--- config.mk ---
export PLATFORM = sky130hd
export DESIGN_NAME = seg7_scan_decoder
export DESIGN_NICKNAME = d
export VERILOG_FILES = /design/src/rtl/seg7_scan_decoder.sv
export SDC_FILE = /design/constraint.sdc
export NUM_CORES = 1
export LEC_CHECK = 0
export ABC_CLOCK_PERIOD_IN_PS = 3100
export BUFFER_PORTS_ARGS = -buffer_cell sky130_fd_sc_hd__buf_2
export CORE_ASPECT_RATIO = 0.5
export CORE_MARGIN = 2
export CORE_UTILIZATION = 45
export CTS_BUF_LIST = sky130_fd_sc_hd__clkbuf_16
export DETAILED_ROUTE_END_ITERATION = 8
export HOLD_SLACK_MARGIN = 0.1
export SLEW_MARGIN = 5
export SYNTH_ARGS = -nofsm -noshare
export SYNTH_HDL_FRONTEND = slang
export SYNTH_SLANG_ARGS = --single-unit
--- constraint.sdc ---
create_clock -name clk100Mhz -period 3.1 [get_ports clk100Mhz]
set_clock_uncertainty 0.05 [all_clocks]
set_input_delay 0.155 -clock clk100Mhz [delete_from_list [all_inputs] [get_ports clk100Mhz]]
set_output_delay 0.155 -clock clk100Mhz [all_outputs]
set_load 0.005 [all_outputs]
--- src/rtl/seg7_scan_decoder.sv ---
// Readback decoder for a scanned 4-digit active-low seven-segment bus.
// Rebuilds the displayed BCD value and decimal points as whole frames.
module seg7_scan_decoder #(
   parameter int SETTLE  = 4,
   parameter int TIMEOUT = 2_000_000
) (
   input  logic        clk100Mhz,
   input  logic        rst,
   input  logic [7:1]  C,
   input  logic        DP,
   input  logic [3:0]  AN,
   output logic [15:0] bcd,
   output logic [3:0]  dp_mask,
   output logic        frame_valid,
   output logic        alive,
   output logic        seg_err,
   output logic        an_err
);
   localparam int             WDW      = $clog2(TIMEOUT + 1);
   localparam logic [3:0]     SETTLE_C = 4'(SETTLE);
   localparam logic [WDW-1:0] TMO_LAST = WDW'(TIMEOUT - 1);
   localparam logic [WDW-1:0] TMO_SAT  = WDW'(TIMEOUT);

   // Bus packing: [11:8]=AN, [7:1]=C, [0]=DP
   logic [11:0]    sync1_q, sync2_q, prev_q;
   logic [3:0]     stab_q, stab_d;
   logic           captured_q, captured_d;
   logic [15:0]    shadow_q, shadow_d;
   logic [3:0]     shadow_dp_q, shadow_dp_d;
   logic [3:0]     mask_q, mask_d;
   logic [15:0]    bcd_q, bcd_d;
   logic [3:0]     dp_mask_q, dp_mask_d;
   logic           fv_q, fv_d;
   logic           alive_q, alive_d;
   logic           seg_err_q, seg_err_d;
   logic           an_err_q, an_err_d;
   logic [WDW-1:0] wd_q, wd_d;

   logic [3:0] an_low;
   logic [6:0] seg_s;
   logic       dp_on, changed, an_changed, settled, one_hot, multi_low;
   logic       capture, publish, expire;
   logic [4:0] dec;
   logic [3:0] slot_hit;

   // Returns {undecodable, nibble} for an active-high abcdefg pattern.
   function automatic logic [4:0] decode(input logic [6:0] s);
      case (s)
         7'b1111110: decode = 5'h00;
         7'b0110000: decode = 5'h01;
         7'b1101101: decode = 5'h02;
         7'b1111001: decode = 5'h03;
         7'b0110011: decode = 5'h04;
         7'b1011011: decode = 5'h05;
         7'b1011111: decode = 5'h06;
         7'b1110000: decode = 5'h07;
         7'b1111111: decode = 5'h08;
         7'b1111011: decode = 5'h09;
         default:    decode = 5'h1F;
      endcase
   endfunction

   assign an_low     = ~sync2_q[11:8];
   assign seg_s      = ~sync2_q[7:1];
   assign dp_on      = ~sync2_q[0];
   assign changed    = (sync2_q != prev_q);
   assign an_changed = (sync2_q[11:8] != prev_q[11:8]);
   assign settled    = (stab_q == SETTLE_C) && !changed;
   assign one_hot    = (an_low != 4'd0) && ((an_low & (an_low - 4'd1)) == 4'd0);
   assign multi_low  = (an_low != 4'd0) && !one_hot;
   assign capture    = settled && one_hot && !captured_q;
   assign publish    = (mask_q == 4'hF);
   assign expire     = !capture && (wd_q == TMO_LAST);
   assign dec        = decode(seg_s);

   for (genvar gi = 0; gi < 4; gi++) begin : g_slot
      assign slot_hit[gi]           = capture & an_low[gi];
      assign shadow_d[4*gi +: 4]    = slot_hit[gi] ? dec[3:0] : shadow_q[4*gi +: 4];
      assign shadow_dp_d[gi]        = slot_hit[gi] ? dp_on : shadow_dp_q[gi];
   end

   always_comb begin
      stab_d     = stab_q;
      captured_d = captured_q;
      mask_d     = mask_q;
      bcd_d      = bcd_q;
      dp_mask_d  = dp_mask_q;
      fv_d       = 1'b0;
      alive_d    = alive_q;
      seg_err_d  = seg_err_q | (capture & dec[4]);
      an_err_d   = an_err_q | (settled & multi_low);
      wd_d       = wd_q;

      if (changed)
         stab_d = '0;
      else if (stab_q != SETTLE_C)
         stab_d = stab_q + 4'd1;

      // One capture per anode dwell; a new dwell begins when AN moves.
      captured_d = an_changed ? 1'b0 : (captured_q | capture);

      if (publish) begin
         bcd_d     = shadow_q;
         dp_mask_d = shadow_dp_q;
         fv_d      = 1'b1;
      end
      mask_d = ((publish || expire) ? 4'd0 : mask_q) | slot_hit;

      if (capture) begin
         wd_d    = '0;
         alive_d = 1'b1;
      end else begin
         if (wd_q != TMO_SAT)
            wd_d = wd_q + WDW'(1);
         if (expire)
            alive_d = 1'b0;
      end
   end

   always_ff @(posedge clk100Mhz or negedge rst) begin
      if (!rst) begin
         sync1_q     <= '0;
         sync2_q     <= '0;
         prev_q      <= '0;
         stab_q      <= '0;
         captured_q  <= 1'b0;
         shadow_q    <= '0;
         shadow_dp_q <= '0;
         mask_q      <= '0;
         bcd_q       <= '0;
         dp_mask_q   <= '0;
         fv_q        <= 1'b0;
         alive_q     <= 1'b0;
         seg_err_q   <= 1'b0;
         an_err_q    <= 1'b0;
         wd_q        <= '0;
      end else begin
         sync1_q     <= {AN, C, DP};
         sync2_q     <= sync1_q;
         prev_q      <= sync2_q;
         stab_q      <= stab_d;
         captured_q  <= captured_d;
         shadow_q    <= shadow_d;
         shadow_dp_q <= shadow_dp_d;
         mask_q      <= mask_d;
         bcd_q       <= bcd_d;
         dp_mask_q   <= dp_mask_d;
         fv_q        <= fv_d;
         alive_q     <= alive_d;
         seg_err_q   <= seg_err_d;
         an_err_q    <= an_err_d;
         wd_q        <= wd_d;
      end
   end

   assign bcd         = bcd_q;
   assign dp_mask     = dp_mask_q;
   assign frame_valid = fv_q;
   assign alive       = alive_q;
   assign seg_err     = seg_err_q;
   assign an_err      = an_err_q;
endmodule

==> results <==
- The count of buffers added on input and output ports is 37.
- The via count of the first global-routing pass is roughly 2.8k.
- After synthesis, the netlist uses 48 different library cells.
- Setup repair after global routing left no endpoint under its margin.
- Once placement completed, the tool counted placed cells totaling 560.
- The number of diodes is 0.
- The clock transition at the register clock pins on the worst setup and hold paths after CTS is 0.07 ns.
- The final antenna-violating net count is 0.
- In this run the power density over the cells is a little over 500 mW/mm².
- Synthesis produced approximately 400 cells.
- The fill cell instance count of the final layout is just over 800.
- For this run, the number of Yosys warnings is 0.
- The number of maximum-capacitance violations is 0.
- The maximum achievable frequency is about 0.40 GHz.
- The global route total overflow is 0.
- The total iterations of the first detailed-routing run is 4.
- Of all nets on the critical path, the largest fanout is 13.
- For the worst-skew pair, the clock arrives at the later sink with an insertion delay of approximately 0.34 ns.
- The setup-violating endpoint count in the final report is 0.
- Sequential cells were found to cover between 60% and 70% of the synthesized design area.
- The share of the clock period used by the worst path after layout is just over 80%.
- STA classifies the critical path endpoint as a register.
- The number of antenna violations at the first check in global routing is 0.
- The detailed router placed a little under 3k vias in this run.
- In this run the standard cell core region covers 0.00960 mm².
- The run finished with clean final reports.
- The average wire per cell in the routed design is 14.2 µm.
- The post-synthesis sequential element count is 110.
- The library cell used as clock root buffer is clkbuf_16.
- In this run the tightest slew margin relative to its limit is between 30% and 40%.
- The total I/O pin count is 38.
- The library cell used most frequently in the layout, excluding fill and tap cells, is dfrtp_1.
- The initial utilization of the core area, before any placement, comes to between 40 and 50%.
- For this run, the number of standard cells in the final layout without fillers is a little under 600.
- Clock tree synthesis inserted a total of 9 buffers.
- Setup total negative slack on the finished layout was measured at 0 ns.
- The average via count per standard cell is about 5.1.
- After detailed routing, the number of remaining DRC violations is 0.
- Row generation in the floorplan step produced 25 rows.
- The H-tree was split into 3 levels.
- The wire length of the first global-routing pass is 14,300 µm.
- The floorplan step defined a die boundary enclosing about 0.011 mm².
- Power comes to between 2 and 3 mW.
- Of the cells placed in the final design, the portion with a size suffix greater than 1 is around 17%.
- The clock net in this run drives a total of 110 sinks.
- TritonCTS built the clock tree.
- The type of the tightest min-delay check is reg -> reg.
- The first routing iteration left around 170 violations.
- Global routing used approximately 17% of the available tracks.
- The final number of max-transition violations is 0.
- A synthesized cell averages 11.3 µm².
- Of all cell types, the one taking the most synthesized area is dfrtp_1.
- In the post-synthesis netlist, the biggest area contributors are dfrtp_1, nand2_1, xnor2_1, xor2_1, nor2_1.
- The horizontal extent of the die is 146 µm.
- The floorplan step set the die height to ~75 µm.
- In this run the static leakage power is 2.52 nW.
- The top cell types in the final layout, fill and taps aside, are dfrtp_1, nand2_1, nor2_1.
- The number of nets in the final layout is ~470.
- The final RePlAce weighted congestion is between 0.7 and 0.8.
- The arrival time of data at the critical path endpoint is ~2.7 ns.
- Relative to the synthesized area, the layout overhead comes to 15.3%.
- Once detailed placement completed, the half-perimeter wirelength came to ~5700 µm.
- The type of the worst setup path is reg -> reg.
- The multi-input logic area is roughly 0.0016 mm².
- The post-detailed-placement cell area is around 0.0048 mm².
- The async set-reset flop share out of synthesis is 100%.
- The prevailing post-synth register cell is dfrtp_1.
- The synthesized netlist net count is 420.
- The pin count of the biggest net entering global routing is between 70 and 80.
- The largest vdd supply drop is ~320 µV.
- The area share of the leading cell type in the synthesized netlist is approximately three fifths.
- The number of hold violations in the final report is 0.
- Once the clock tree was built, the resizer swapped 0 gates to a different size.
- The summed area of non-filler cells in the final layout is approximately 0.0052 mm².
- The number of enable flip-flop cells after synthesis is 0.
- The deepest clock path buffer count is 2.
- After detailed routing, the total wire length is between 8000 and 9000 µm.
- The post-synthesis instance area is roughly 0.0045 mm².
- At the pin with the least slew margin, the transition time is roughly 0.9 ns.
- Registers take ~0.0028 mm².
- The shortest clock period the worst path allows after layout is between 2 and 3 ns.
- The type of element launching the critical path is a register.
- The required time of the critical path is 3.27 ns.
==> final timing paths <==
path                       depth (start not counted)          end  slack (ns)       start
max                                                5  shadow_q[4]        0.58  sync2_q[3]
min                                                0   sync2_q[8]        0.30  sync1_q[8]
max reg2reg                                        5  shadow_q[4]        0.58  sync2_q[3]
min reg2reg                                        0   sync2_q[8]        0.30  sync1_q[8]
max in group asynchronous                          3      wd_q[0]        1.75         rst
min in group asynchronous                          2  shadow_q[1]        0.45         rst
==> through the flow <==
stage                     hold WS, ns  util (%)  worst slack [ns]
final                           0.299      54.4             0.581
after global routing            0.305      54.4             0.493
after CTS                       0.301      54.4             0.583
after detailed placement        0.214      50.2             0.604
after global placement          0.213      50.2             0.698
after floorplan                -0.191         -             0.897
==> synthesized netlist by cell type (all sizes together) (8+ instances only) <==
| cell | n |
|---|---|
| o21ai | 8 |
| dfrtp | 110 |
| nor2 | 37 |
| mux2 | 16 |
| xnor2 | 19 |
| nand3 | 17 |
| inv | 14 |
| clkbuf | 11 |
| nand4 | 13 |
| buf | 8 |
| nand2 | 64 |
| xor2 | 16 |
==> cells by family (layout without fill, tap and decap cells) <==
logic type | after synthesis | count (layout) | share of synthesized area, %
mux | 21 | 21 | 5.16
compound gates | 25 | 25 | 3.48
simple gates | 172 | 172 | 18.8
buf+inv | 34 | 86 | 3.56
flops | 110 | 110 | 60.8
xor+xnor | 35 | 35 | 6.93
fa+ha+maj | 5 | 5 | 1.33
==> sequential cells by signal, summed over array words and instances (netlist names) <==
signal	flops
captured_q	1
dp_mask	4
mask_q	4
sync2_q	12
frame_valid	1
shadow_dp_q	4
alive	1
an_err	1
shadow_q	16
bcd	16
stab_q	4
seg_err	1
sync1_q	12
prev_q	12
wd_q	21
==> worst max-delay path, cell delays in order (launching register included) <==
cell	delay, ns
dfrtp_1	0.60
xnor2_1	0.17
nand4_1	0.17
or3_4	0.48
or4_1	0.57
mux2_1	0.36
==> cell type report <==
cell class	count	share of cell area, %
sequential	110	52.7
multi-input combinational	258	30.9
timing repair buffer	55	6.80
clock buffer	9	4.31
tap	135	3.23
inverter	15	1.08
clock inverter	7	0.934
==> metal layers <==
metal | global-route usage (%) | share of wire, %
met1 | 23.5 | 50
met2 | 26.3 | 45
met3 | 4.55 | 4.6
met4 | 3.92 | 0.55
met5 | 0 | 0
==> what timing repair did <==
item                                    in CTS  in global routing
endpoints found under the setup margin       0                  0
endpoints found under the hold margin       85                  0
hold buffers                                13                  0
setup buffers                                0                  0
==> power breakdown <==
part           switching [mW]  internal (mW)  leakage, nW
clock network           0.506          0.548        0.138
registers              0.0253           1.46         1.44
logic                  0.0494         0.0395        0.943
total                   0.581           2.05         2.52
(Power assumes the default switching activity.)
